--- src/rtl/mem_arb_pkg.sv ---
// mem_arb_pkg -- shared types and constants for the instruction/data memory
// arbiter.
//   state_t : arbiter state (IDLE may grant, WAIT has a read outstanding)
//   owner_t : which requester owns the outstanding read
//   CNT_W   : latency down-counter width, sized for the largest MEM_LAT (4)
package mem_arb_pkg;

  typedef enum logic {
    IDLE,
    WAIT
  } state_t;

  typedef enum logic {
    OWN_IF,
    OWN_D
  } owner_t;

  localparam int CNT_W = $clog2(4) + 1;

endpackage

--- src/rtl/mem_arbiter_if.sv ---
// mem_arbiter_if -- requester-side handshake bundle of mem_arbiter.
//   fetch port : if_req/if_addr in, if_gnt/if_rvalid/if_rdata out
//   data port  : d_req/d_we/d_addr/d_wdata in, d_gnt/d_rvalid/d_rdata out
// modport master is the pipeline side and modport slave is the arbiter side.
interface mem_arbiter_if #(
  parameter int ADDR_W = 32,
  parameter int DATA_W = 32
);

  logic              if_req;
  logic [ADDR_W-1:0] if_addr;
  logic              if_gnt;
  logic              if_rvalid;
  logic [DATA_W-1:0] if_rdata;

  logic              d_req;
  logic              d_we;
  logic [ADDR_W-1:0] d_addr;
  logic [DATA_W-1:0] d_wdata;
  logic              d_gnt;
  logic              d_rvalid;
  logic [DATA_W-1:0] d_rdata;

  modport master (
    output if_req, if_addr, d_req, d_we, d_addr, d_wdata,
    input  if_gnt, if_rvalid, if_rdata, d_gnt, d_rvalid, d_rdata
  );

  modport slave (
    input  if_req, if_addr, d_req, d_we, d_addr, d_wdata,
    output if_gnt, if_rvalid, if_rdata, d_gnt, d_rvalid, d_rdata
  );

endinterface

--- src/rtl/arb_starve_ctr.sv ---
// arb_starve_ctr -- saturating count of consecutive fetch arbitrations lost
// to the data port. Used only when MEM_ARB_STARVE_GUARD_EN is defined.
//   clk, rst    : clock, asynchronous active-low reset
//   inc         : fetch requested but data was granted this cycle
//   clr         : fetch granted this cycle
//   force_fetch : count has reached STARVE_MAX; fetch must win next
module arb_starve_ctr #(
  parameter int STARVE_MAX = 4
) (
  input  logic clk,
  input  logic rst,
  input  logic inc,
  input  logic clr,
  output logic force_fetch
);

  localparam int W = $clog2(STARVE_MAX + 1);

  logic [W-1:0] cnt_q;

  always_ff @(posedge clk or negedge rst) begin
    if (!rst) begin
      cnt_q <= '0;
    end else if (clr) begin
      cnt_q <= '0;
    end else if (inc && (cnt_q != W'(STARVE_MAX))) begin
      cnt_q <= cnt_q + W'(1);
    end
  end

  assign force_fetch = (cnt_q == W'(STARVE_MAX));

endmodule

--- src/rtl/mem_arbiter.sv ---
// mem_arbiter -- shares one single-port memory between the fetch port and
// the data port of the pipeline, with at most one read outstanding.
//   clk, rst  : clock, asynchronous active-low reset
//   bus       : mem_arbiter_if.slave, both requester handshakes
//   mem_en/mem_we/mem_addr/mem_wdata : memory command (all 0 when idle)
//   mem_rdata : memory read data, valid MEM_LAT cycles after the command
//   busy      : a read is outstanding
// Optional macro MEM_ARB_STARVE_GUARD_EN enables the fetch starvation guard;
// without it the data port always wins a simultaneous request.
//
// state | meaning
// IDLE  | may grant; writes complete here in one cycle
// WAIT  | read outstanding; counter runs down from MEM_LAT
module mem_arbiter
  import mem_arb_pkg::*;
#(
  parameter int ADDR_W     = 32,
  parameter int DATA_W     = 32,
  parameter int MEM_LAT    = 1,
  parameter int STARVE_MAX = 4
) (
  input  logic              clk,
  input  logic              rst,
  mem_arbiter_if.slave      bus,
  output logic              mem_en,
  output logic              mem_we,
  output logic [ADDR_W-1:0] mem_addr,
  output logic [DATA_W-1:0] mem_wdata,
  input  logic [DATA_W-1:0] mem_rdata,
  output logic              busy
);

  if (MEM_LAT < 1 || MEM_LAT > 4) begin : g_bad_lat
    $error("mem_arbiter: MEM_LAT must be 1..4");
  end
  if (STARVE_MAX < 1) begin : g_bad_starve
    $error("mem_arbiter: STARVE_MAX must be at least 1");
  end

  state_t           state_q, state_d;
  owner_t           owner_q, owner_d;
  logic [CNT_W-1:0] cnt_q, cnt_d;
  logic             if_gnt, d_gnt, cap_if, cap_d, force_fetch;
  logic             if_rvalid_q, d_rvalid_q;
  logic [DATA_W-1:0] if_rdata_q, d_rdata_q;

`ifdef MEM_ARB_STARVE_GUARD_EN
  arb_starve_ctr #(.STARVE_MAX(STARVE_MAX)) u_starve (
    .clk         (clk),
    .rst         (rst),
    .inc         (bus.if_req & d_gnt),
    .clr         (if_gnt),
    .force_fetch (force_fetch)
  );
`else
  assign force_fetch = 1'b0;
`endif

  always_comb begin
    state_d = state_q;
    owner_d = owner_q;
    cnt_d   = cnt_q;
    if_gnt  = 1'b0;
    d_gnt   = 1'b0;
    cap_if  = 1'b0;
    cap_d   = 1'b0;
    case (state_q)
      IDLE: begin
        // Grants are combinational, so they are also held off while reset
        // is asserted to keep every output at 0 during reset.
        if (rst) begin
          if (bus.d_req && !(force_fetch && bus.if_req)) begin
            d_gnt = 1'b1;
          end else if (bus.if_req) begin
            if_gnt = 1'b1;
          end
          if (if_gnt || (d_gnt && !bus.d_we)) begin
            state_d = WAIT;
            cnt_d   = CNT_W'(MEM_LAT);
            owner_d = if_gnt ? OWN_IF : OWN_D;
          end
        end
      end
      WAIT: begin
        cnt_d = cnt_q - CNT_W'(1);
        if (cnt_q == CNT_W'(1)) begin
          state_d = IDLE;
          cap_if  = (owner_q == OWN_IF);
          cap_d   = (owner_q == OWN_D);
        end
      end
      default: state_d = IDLE;
    endcase
  end

  always_ff @(posedge clk or negedge rst) begin
    if (!rst) begin
      state_q     <= IDLE;
      owner_q     <= OWN_IF;
      cnt_q       <= '0;
      if_rvalid_q <= 1'b0;
      d_rvalid_q  <= 1'b0;
      if_rdata_q  <= '0;
      d_rdata_q   <= '0;
    end else begin
      state_q     <= state_d;
      owner_q     <= owner_d;
      cnt_q       <= cnt_d;
      if_rvalid_q <= cap_if;
      d_rvalid_q  <= cap_d;
      if (cap_if) if_rdata_q <= mem_rdata;
      if (cap_d)  d_rdata_q  <= mem_rdata;
    end
  end

  assign mem_en    = if_gnt | d_gnt;
  assign mem_we    = d_gnt & bus.d_we;
  assign mem_addr  = d_gnt ? bus.d_addr : (if_gnt ? bus.if_addr : '0);
  assign mem_wdata = d_gnt ? bus.d_wdata : '0;
  assign busy      = (state_q == WAIT);

  assign bus.if_gnt    = if_gnt;
  assign bus.d_gnt     = d_gnt;
  assign bus.if_rvalid = if_rvalid_q;
  assign bus.d_rvalid  = d_rvalid_q;
  assign bus.if_rdata  = if_rdata_q;
  assign bus.d_rdata   = d_rdata_q;

endmodule

--- src/flat_wrapper.sv ---
// flat-port wrapper written by rule: the top's interface ports become plain ports
module mem_arbiter_flat import mem_arb_pkg::*;
#(
  parameter int ADDR_W     = 32,
  parameter int DATA_W     = 32,
  parameter int MEM_LAT    = 1,
  parameter int STARVE_MAX = 4
)
  (clk, rst, mem_en, mem_we, mem_addr, mem_wdata, mem_rdata, busy, bus_if_req, bus_if_addr, bus_d_req, bus_d_we, bus_d_addr, bus_d_wdata, bus_if_gnt, bus_if_rvalid, bus_if_rdata, bus_d_gnt, bus_d_rvalid, bus_d_rdata);
  mem_arbiter_if #(.ADDR_W(ADDR_W), .DATA_W(DATA_W)) bus_i ();
  input  logic clk;
  input  logic rst;
  output logic mem_en;
  output logic mem_we;
  output logic [ADDR_W-1:0] mem_addr;
  output logic [DATA_W-1:0] mem_wdata;
  input  logic [DATA_W-1:0] mem_rdata;
  output logic busy;
  input wire logic [$bits(bus_i.if_req)-1:0] bus_if_req;
  input wire logic [$bits(bus_i.if_addr)-1:0] bus_if_addr;
  input wire logic [$bits(bus_i.d_req)-1:0] bus_d_req;
  input wire logic [$bits(bus_i.d_we)-1:0] bus_d_we;
  input wire logic [$bits(bus_i.d_addr)-1:0] bus_d_addr;
  input wire logic [$bits(bus_i.d_wdata)-1:0] bus_d_wdata;
  output wire logic [$bits(bus_i.if_gnt)-1:0] bus_if_gnt;
  output wire logic [$bits(bus_i.if_rvalid)-1:0] bus_if_rvalid;
  output wire logic [$bits(bus_i.if_rdata)-1:0] bus_if_rdata;
  output wire logic [$bits(bus_i.d_gnt)-1:0] bus_d_gnt;
  output wire logic [$bits(bus_i.d_rvalid)-1:0] bus_d_rvalid;
  output wire logic [$bits(bus_i.d_rdata)-1:0] bus_d_rdata;
  assign bus_i.if_req = bus_if_req;
  assign bus_i.if_addr = bus_if_addr;
  assign bus_i.d_req = bus_d_req;
  assign bus_i.d_we = bus_d_we;
  assign bus_i.d_addr = bus_d_addr;
  assign bus_i.d_wdata = bus_d_wdata;
  assign bus_if_gnt = bus_i.if_gnt;
  assign bus_if_rvalid = bus_i.if_rvalid;
  assign bus_if_rdata = bus_i.if_rdata;
  assign bus_d_gnt = bus_i.d_gnt;
  assign bus_d_rvalid = bus_i.d_rvalid;
  assign bus_d_rdata = bus_i.d_rdata;
  mem_arbiter #(.ADDR_W(ADDR_W), .DATA_W(DATA_W), .MEM_LAT(MEM_LAT), .STARVE_MAX(STARVE_MAX)) u_core (.clk(clk), .rst(rst), .bus(bus_i), .mem_en(mem_en), .mem_we(mem_we), .mem_addr(mem_addr), .mem_wdata(mem_wdata), .mem_rdata(mem_rdata), .busy(busy));
endmodule
--- config.mk ---
export PLATFORM = sky130hd
export DESIGN_NAME = mem_arbiter_flat
export DESIGN_NICKNAME = d
export VERILOG_FILES = /design/src/rtl/mem_arb_pkg.sv /design/src/rtl/mem_arbiter_if.sv /design/src/rtl/arb_starve_ctr.sv /design/src/rtl/mem_arbiter.sv /design/src/flat_wrapper.sv
export SDC_FILE = /design/constraint.sdc
export NUM_CORES = 1
export LEC_CHECK = 0
export ABC_AREA = 1
export CORE_AREA = 2 2 104 106
export CTS_CLUSTER_DIAMETER = 80
export CTS_CLUSTER_SIZE = 12
export DETAILED_ROUTE_END_ITERATION = 16
export DIE_AREA = 0 0 106 108
export PLACE_DENSITY = 0.84
export SYNTH_ARGS = -nofsm -noshare
export SYNTH_HDL_FRONTEND = slang
export SYNTH_SLANG_ARGS = --single-unit
--- constraint.sdc ---
create_clock -name clk -period 3.9 [get_ports clk]
set_clock_uncertainty 0.15 [all_clocks]
set_input_delay 0.39 -clock clk [delete_from_list [all_inputs] [get_ports clk]]
set_output_delay 0.39 -clock clk [all_outputs]
set_load 0.02 [all_outputs]
==> After elaboration in Yosys (flattened, before gate mapping) <==
Index checks and enable logic that the tools add are counted.
{ "totals": {"regBits": 71} }
{ "classes": {"n_mux": 26, "addsub": 1, "bitwise_logic": 4, "n_reduce_logical": 5, "eq_ne": 3} }
{ "op_table": {"columns": ["cell", "count"], "rows": [
  ["2-to-1 mux 32 bit", 3],
  ["2-to-1 mux 1 bit", 19],
  ["2-to-1 mux 3 bit", 2],
  ["one-hot mux 3 bit (2 select lines)", 1],
  ["== test 3 x 1 -> 1 bit, second input constant", 1],
  ["AND reduction 3 bit", 1],
  ["subtractor 3 x 1 -> 3 bit, second input constant", 1],
  ["!= test 2 x 1 -> 1 bit, second input constant", 1],
  ["!= test 2 bit, second input constant", 1],
  ["NOT 1 bit", 2],
  ["one-hot mux 1 bit (2 select lines)", 1],
  ["AND reduction 2 bit", 1],
  ["AND 1 bit", 1],
  ["logical AND 1 bit", 1],
  ["logical NOT 1 bit", 1],
  ["logical OR 1 bit", 1],
  ["bitwise OR 1 bit", 1]
]} }

==> Longest topological paths before layout <==
Gate-level depths: netlist (run 1).
{ "depth": {"word_depth": 8, "mapped_depth": 7} }

==> Worst setup path before layout (run 1) <==
OpenSTA, ideal clock, no wires.
{ "synth_path": {"kind": "flip-flop to output port", "startpoint": "register u_core.state_q, in the netlist u_core.busy", "endpoint": "output port mem_addr[22]", "arrival_time_ns": 1.413, "path_slack_ns": 1.947, "stages_incl_launch_ff": 7, "path_cell_list": "dfrtp_1 nor2_1 nand2_1 inv_2 buf_2 nand2_1 nand2_1"} }
{ "synth_lines": {"columns": ["element", "line_no", "text"], "rows": [
  ["start: declaration", "mem_arbiter.sv:40", "state_t state_q, state_d;"],
  ["start signal: assignment", "mem_arbiter.sv:106", "state_q <= state_d;"],
  ["2-to-1 mux 1 bit", "mem_arbiter.sv:67", "case (state_q)"],
  ["named net bus_d_gnt", "flat_wrapper.sv:28", "output wire logic [$bits(bus_i.d_gnt)-1:0] bus_d_gnt;"],
  ["2-to-1 mux 32 bit", "mem_arbiter.sv:118", "assign mem_addr = d_gnt ? bus.d_addr : (if_gnt ? bus.if_addr : '0);"],
  ["end: declaration", "flat_wrapper.sv:15", "output logic [ADDR_W-1:0] mem_addr;"]
]} }
The timed path passes the listed nets, and every way through them passes these cells.

==> Final worst setup path (run 1) <==
{ "layout_path": {"startpoint": "register u_core.state_q, in the netlist u_core.busy", "endpoint": "output port mem_addr[6]"} }
{ "layout_between": {"elab_chain_len": 3} }
{ "layout_rtl": {"columns": ["element", "line_no"], "rows": [
  ["2-to-1 mux 1 bit", "mem_arbiter.sv:67"],
  ["2-to-1 mux 32 bit", "mem_arbiter.sv:118"],
  ["2-to-1 mux 32 bit *", "mem_arbiter.sv:118"]
]} }
Mark *: on every way between the ends. The rest lies on a longest branch, timed or not.

==> flow_summary.yaml, run 1 <==
setup_path:
  r2r_start: "u_core.cnt_q[1]"
  critical_path.cell_chain: "nor2_1 > nand2_1 > buf_4 > inv_2 > nand2_1 > nand2_1 > clkdlybuf4s50_1"
  slowest_delay_ps: 610
  path_delay_family: "buffers and inverters"
  worstPathMaxFanout: 35
  endpoint_kind: "output port"
  cp_common_cell: "nand2_1"
  worst-path-buf-inv: 3
  critical_path.startpoint_type: "flop"
  crit_type: "flop to output port"
  crit_path_start: "u_core.busy"
  worstPathRequired_ps: 3360
  crit_arrival_ps: 2750
  cpMaxStageDelayCell: "clkdlybuf4s50_1"
floorplan:
  fp.coreArea_um2: 10200
  die_w_um: 106
  ios: 268
  rows: 37
  die_y_um: 108
  start_util_pct: 34.3
  dieArea_um2: 11400
job:
  cap_violations: 0
cells_and_area:
  fin_nets: 882
  syn_to_final_growth_pct: 84.9
  drive_gt1_share_pct: 4.12
  fin_cells: 888
  multi_input_area_um2: 1450
  regArea_um2: 1780
  diodes: 0
  fillers: 859
drt:
  initialDrtViolationCount: 205
  drt_first_pass_iters: 8
  via_per_inst: 4.71
  wl_per_cell_um: 15.5
  ant_nets: 0
  drc: 0
  via_count: 4180
  drt_wl_total_um: 13800
yosys:
  synth_compound_area_share_pct: 9.78
  synth.area.mux_share_pct: 0
  synthXorXnorAreaFrac_pct: 0.250
  synth_area_leaders: "dfrtp_1 (51%), nand2_1 (25%), o21ai_1 (7.1%)"
  yosysSeqAreaShare_pct: 50.7
  synth_seq_cells: 71
  netlist_instances: 490
  yosys_warnings: 0
  synth_top_cell_by_area: "dfrtp_1"
  synthSimpleGateAreaFrac_pct: 30.5
  synth_top_family_by_area: "simple AND/OR/NAND/NOR gates"
  synth_fa_ha_area_share_pct: 0.714
  synth.top_cell.area_share_pct: 50.7
  synth_area_um2: 3500
  syn_avg_cell_area_um2: 7.15
  synth_cell_types: 19
  synth_nets: 625
global_route:
  met3_usage_pct: 8.08
  grt_pass1_wl_um: 21500
  antenna_found_initial: 0
  grtUsageMet2_pct: 39.7
  grt_max_degree: 73
  use_met1_pct: 29.0
  grt.busiest_layer: "met2"
  grt_pass1_vias: 4221
  gr-total-overflow: 0
  grtUsageTotal_pct: 24.2
sta:
  slew_headroom_pct: 41.3
  rsz0062_at_grt: "false"
  worst_pin_slew_ps: 881
  slew_viol_final: 0
  finalHoldViolCount: 0
  fin_setup_tns_ps: 0
  hold_slack_ps: 144
  min_period_ps: 3290
  period_share_pct: 84.3
  setup_viol: 0
  fmax_mhz: 304
clock_network:
  post_cts_buffers: 0
  numCtsBuffers: 9
  htreeDepth: 3
  clockBufferDepth: 2
  cts_resized: 0
  path_clk_slew_ps: 80
  tritoncts: "done"
  worstSkewPairLatency_ps: 340
  cts_sinks: 71
  root_buffer: "clkbuf_8"
  cts_hold_buf: 0
min_path:
  hold_path_class: "input pin to asynchronous set/reset pin"
placed_design:
  dp_hpwl_um: 10700
  place_congestion: 0.929
  placed_cells: 872
  port_buffers: 267
power_and_ir_drop:
  p_per_area_nw_per_um2: 655
  power.total_mw: 4.25
  ir_drop_mv: 0.347
  p_leak_nw: 3.02
outcome:
  status: "complete, no violations"
flip-flops by register name, summed over array words and instances (netlist names):
signal / cells
u_core.bus.if_rvalid: 1
u_core.busy: 1
u_core.cnt_q: 3
u_core.bus.if_rdata: 32
u_core.owner_q: 1
u_core.bus.d_rvalid: 1
u_core.bus.d_rdata: 32
worst register-to-register path, delay by kind of cell (launching register included):
| kind | cells | cell delay [ps] |
|---|---|---|
| and+or+nand+nor | 4 | 910 |
| buffers and inverters | 3 | 780 |
| DFF | 1 | 390 |
| adders and majority gates | 1 | 150 |
power breakdown:
group	internal [mW]	switching, mW	leakage (nW)	total, mW
logic	1.02	1.31	2.07	2.33
registers	1.11	0.208	0.859	1.31
clock network	0.315	0.287	0.0989	0.602
cell families after synthesis:
logic type               Yosys count
AO/OA/AOI/OAI                     68
XOR/XNOR                           1
adder cells (fa/ha/maj)            2
buffers and inverters             69
flip-flops                        71
AND/OR/NAND/NOR                  279
cell usage in the layout (no fill, tap or decap):
master           synthesis  final
nor2_2                   2      2
o21ai_0                 15     15
nand3_1                  4      4
clkinv_4                 0      1
buf_4                    0      8
dfrtp_1                 71     71
inv_6                    0      1
a21oi_1                  2      2
bufinv_16                0      1
or2_2                    1      1
xor2_1                   1      1
inv_1                   38     38
ha_1                     2      2
clkdlybuf4s50_1          0    266
o21ai_1                 50     50
nor3_4                   0      1
clkbuf_8                 0     10
a21boi_0                 1      1
nand2_1                236    236
nand3b_1                 1      1
inv_2                    3      3
clkinvlp_4               0      2
clkinv_2                 0      1
nor2_1                  34     34
area by class of cell:
| type | count | area share [%] |
|---|---|---|
| Clock inverter | 6 | 1.04 |
| Clock buffer | 10 | 2.12 |
| Sequential cell | 71 | 27.4 |
| Multi-Input combinational cell | 350 | 22.4 |
| Timing Repair Buffer | 274 | 42.0 |
| Inverter | 41 | 2.37 |
| Tap cell | 136 | 2.63 |
stage by stage:
step | instance area, um^2 | setup WS (ps) | util (%)
after global placement | 6280 | 830 | 61.3
after global routing | 6480 | 450 | 63.3
final | 6480 | 613 | 63.3
after floorplan | 3500 | 1950 | -
after detailed placement | 6280 | 768 | 61.3
after CTS | 6480 | 601 | 63.3
worst paths after layout:
kind	end	slack [ps]	cells past startpoint
setup / recovery	mem_addr[6]	610	7
hold / removal	u_core.bus.d_rdata[8]	140	2
setup reg to reg	u_core.bus.d_rdata[31]	1470	8
hold reg to reg	u_core.bus.if_rdata[11]	330	2
max in group asynchronous	u_core.cnt_q[0]	2890	2
min in group clk	u_core.bus.if_rdata[11]	330	2
layer usage:
| layer | up-vias | wire length [um] |
|---|---|---|
| met1 | 1895 | 5250 |
| met2 | 227 | 6690 |
| met5 | - | 0 |
| met4 | 0 | 544 |
| met3 | 41 | 1310 |
| li1 | 2017 | - |
synth_stat cells:
cell,number
buf_2,18
clkbuf_1,9
inv_2,3
a21boi_0,1
nor2_2,2
nor3_2,1
nor2_1,34
nand2_1,236
nand3_1,4
o21ai_1,50
o21ai_0,15
a21oi_1,2
or2_2,1
inv_1,38
buf_1,1
nand3b_1,1
xor2_1,1
ha_1,2
dfrtp_1,71
No activity file was read; power rests on OpenSTA's default activity.
==> run 2: changes to the inputs <==
CORE_AREA = not set   (was 2 2 104 106)
CORE_MARGIN = 2   (was not set)
CORE_UTILIZATION = 34   (was not set)
DIE_AREA = not set   (was 0 0 106 108)
clock period = 3.38 ns   (was 3.9 ns; I/O delays follow)
==> run 2 against run 1 <==
Die area fell by 2.7%. Global-route usage down 0.13 points. Sequential share of layout area hardly changed. Clock-buffer cell count unchanged. Flip-flop and latch count did not move. Critical path type unchanged. Critical endpoint is now mem_addr[18].
==> flow_summary.yaml, run 2 (synthesized netlist as in run 1, its figures left out) <==
clock_network:
  numCtsBuffers: 9
  worstSkewPairLatency_ps: 340
  post_cts_buffers: 0
  cts_hold_buf: 0
  htreeDepth: 3
  clockBufferDepth: 2
  root_buffer: "clkbuf_8"
  cts_sinks: 71
  path_clk_slew_ps: 70
  cts_resized: 0
  tritoncts: "done"
min_path:
  hold_path_class: "input pin to asynchronous set/reset pin"
setup_path:
  worst-path-buf-inv: 2
  cp-endpoint: "mem_addr[18]"
  endpoint_kind: "output port"
  path_delay_family: "buffers and inverters"
  cp_common_cell: "nand2_1"
  reg2reg_to: "u_core.bus.d_rdata[10]"
  slowest_delay_ps: 600
  critical_path.cell_chain: "nor2_1 > nand2_1 > inv_2 > nand2_1 > nand2_1 > clkdlybuf4s50_1"
  crit_type: "flop to output port"
  r2r_start: "u_core.cnt_q[1]"
  crit_arrival_ps: 2500
  crit_path_start: "u_core.busy"
  worstPathMaxFanout: 33
  reg2reg_depth: 8
  worstPathRequired_ps: 2890
  cpMaxStageDelayCell: "clkdlybuf4s50_1"
  path_depth: 6
  critical_path.startpoint_type: "flop"
  r2r_slack_ps: 1100
sta:
  rsz0062_at_grt: "false"
  min_period_ps: 2980
  setup_slack_ps: 396
  fin_setup_tns_ps: 0
  worst_pin_slew_ps: 920
  period_share_pct: 88.3
  finalHoldViolCount: 0
  setup_viol: 0
  slew_viol_final: 0
  fmax_mhz: 335
  slew_headroom_pct: 38.7
placed_design:
  dp_hpwl_um: 10600
  place_congestion: 0.866
  port_buffers: 267
  pre_cts_slack_ps: 605
cells_and_area:
  diodes: 0
  drive_gt1_share_pct: 4.64
  fin_nets: 884
  final_common_cell: "clkdlybuf4s50_1"
  syn_to_final_growth_pct: 84.8
  fillers: 869
  final_cell_mix: "clkdlybuf4s50_1 (264), nand2_1 (236), dfrtp_1 (71), o21ai_1 (50), inv_1 (38)"
global_route:
  gr-total-overflow: 0
  grtUsageTotal_pct: 24.1
  grt_max_degree: 73
  grt_pass1_wl_um: 21000
  grt_pass1_vias: 4079
  antenna_found_initial: 0
drt:
  drc: 0
  wl_per_cell_um: 15.3
  initialDrtViolationCount: 216
  drt_first_pass_iters: 4
  wl_met3_um: 852
  via_count: 4142
  ant_nets: 0
  drt_wl_total_um: 13600
  route.met2.wl_um: 7050
  top_layer_used: "met4"
  m1WireLength_um: 5230
  via_per_inst: 4.65
job:
  cap_violations: 0
floorplan:
  die_y_um: 106
  ios: 268
  dieArea_um2: 11100
  die_w_um: 106
  fp.coreArea_um2: 10200
  start_util_pct: 34.4
  rows: 37
power_and_ir_drop:
  ir_drop_mv: 0.378
  p_per_area_nw_per_um2: 746
  p_leak_nw: 3.03
outcome:
  status: "complete, no violations"
## run 2: worst min path at each step
stage	from	endpoint	slack, ps	cells after the start
floorplan	rst	u_core.bus.d_rdata[0]	-110	0
global placement	u_core.bus.d_rdata[24]	u_core.bus.d_rdata[24]	310	2
detailed placement	u_core.bus.if_rdata[23]	u_core.bus.if_rdata[23]	320	2
CTS	rst	u_core.bus.d_rdata[26]	140	2
global route	rst	u_core.bus.d_rdata[13]	200	2
finish	rst	u_core.bus.if_rdata[28]	110	2
## run 2: per-stage QoR
stage                     cells  area (um^2)  util (%)  hold WS, ps  power, mW
after floorplan             490         3500         -         -108       2.83
after global placement      874         6300      61.8          311       4.16
after detailed placement    874         6300      61.8          318       4.24
after CTS                   890         6480      63.6          143       4.88
after global routing        890         6480      63.6          199       5.14
final                       890         6480      63.6          110       4.83
## run 2: power breakdown
part / switching [mW] / internal, mW / leakage (nW)
clock: 0.332 / 0.289 / 0.0926
sequential: 0.228 / 1.28 / 0.859
combinational: 1.51 / 1.20 / 2.08
## run 2: layout make-up
type                            instances  area [um^2]  area share (%)
Inverter                               41          154            2.38
Sequential cell                        71         1780            27.4
Timing Repair Buffer                  276         2740            42.3
Tap cell                              136          170            2.63
Clock buffer                           10          138            2.12
Clock inverter                          6         43.8           0.676
Multi-Input combinational cell        350         1450            22.4
## run 2: layer usage
metal	up-vias	track usage, %
li1	2008	-
met1	1926	27.5
met2	191	43.8
met3	17	5.01
met4	0	9.68
met5	-	0
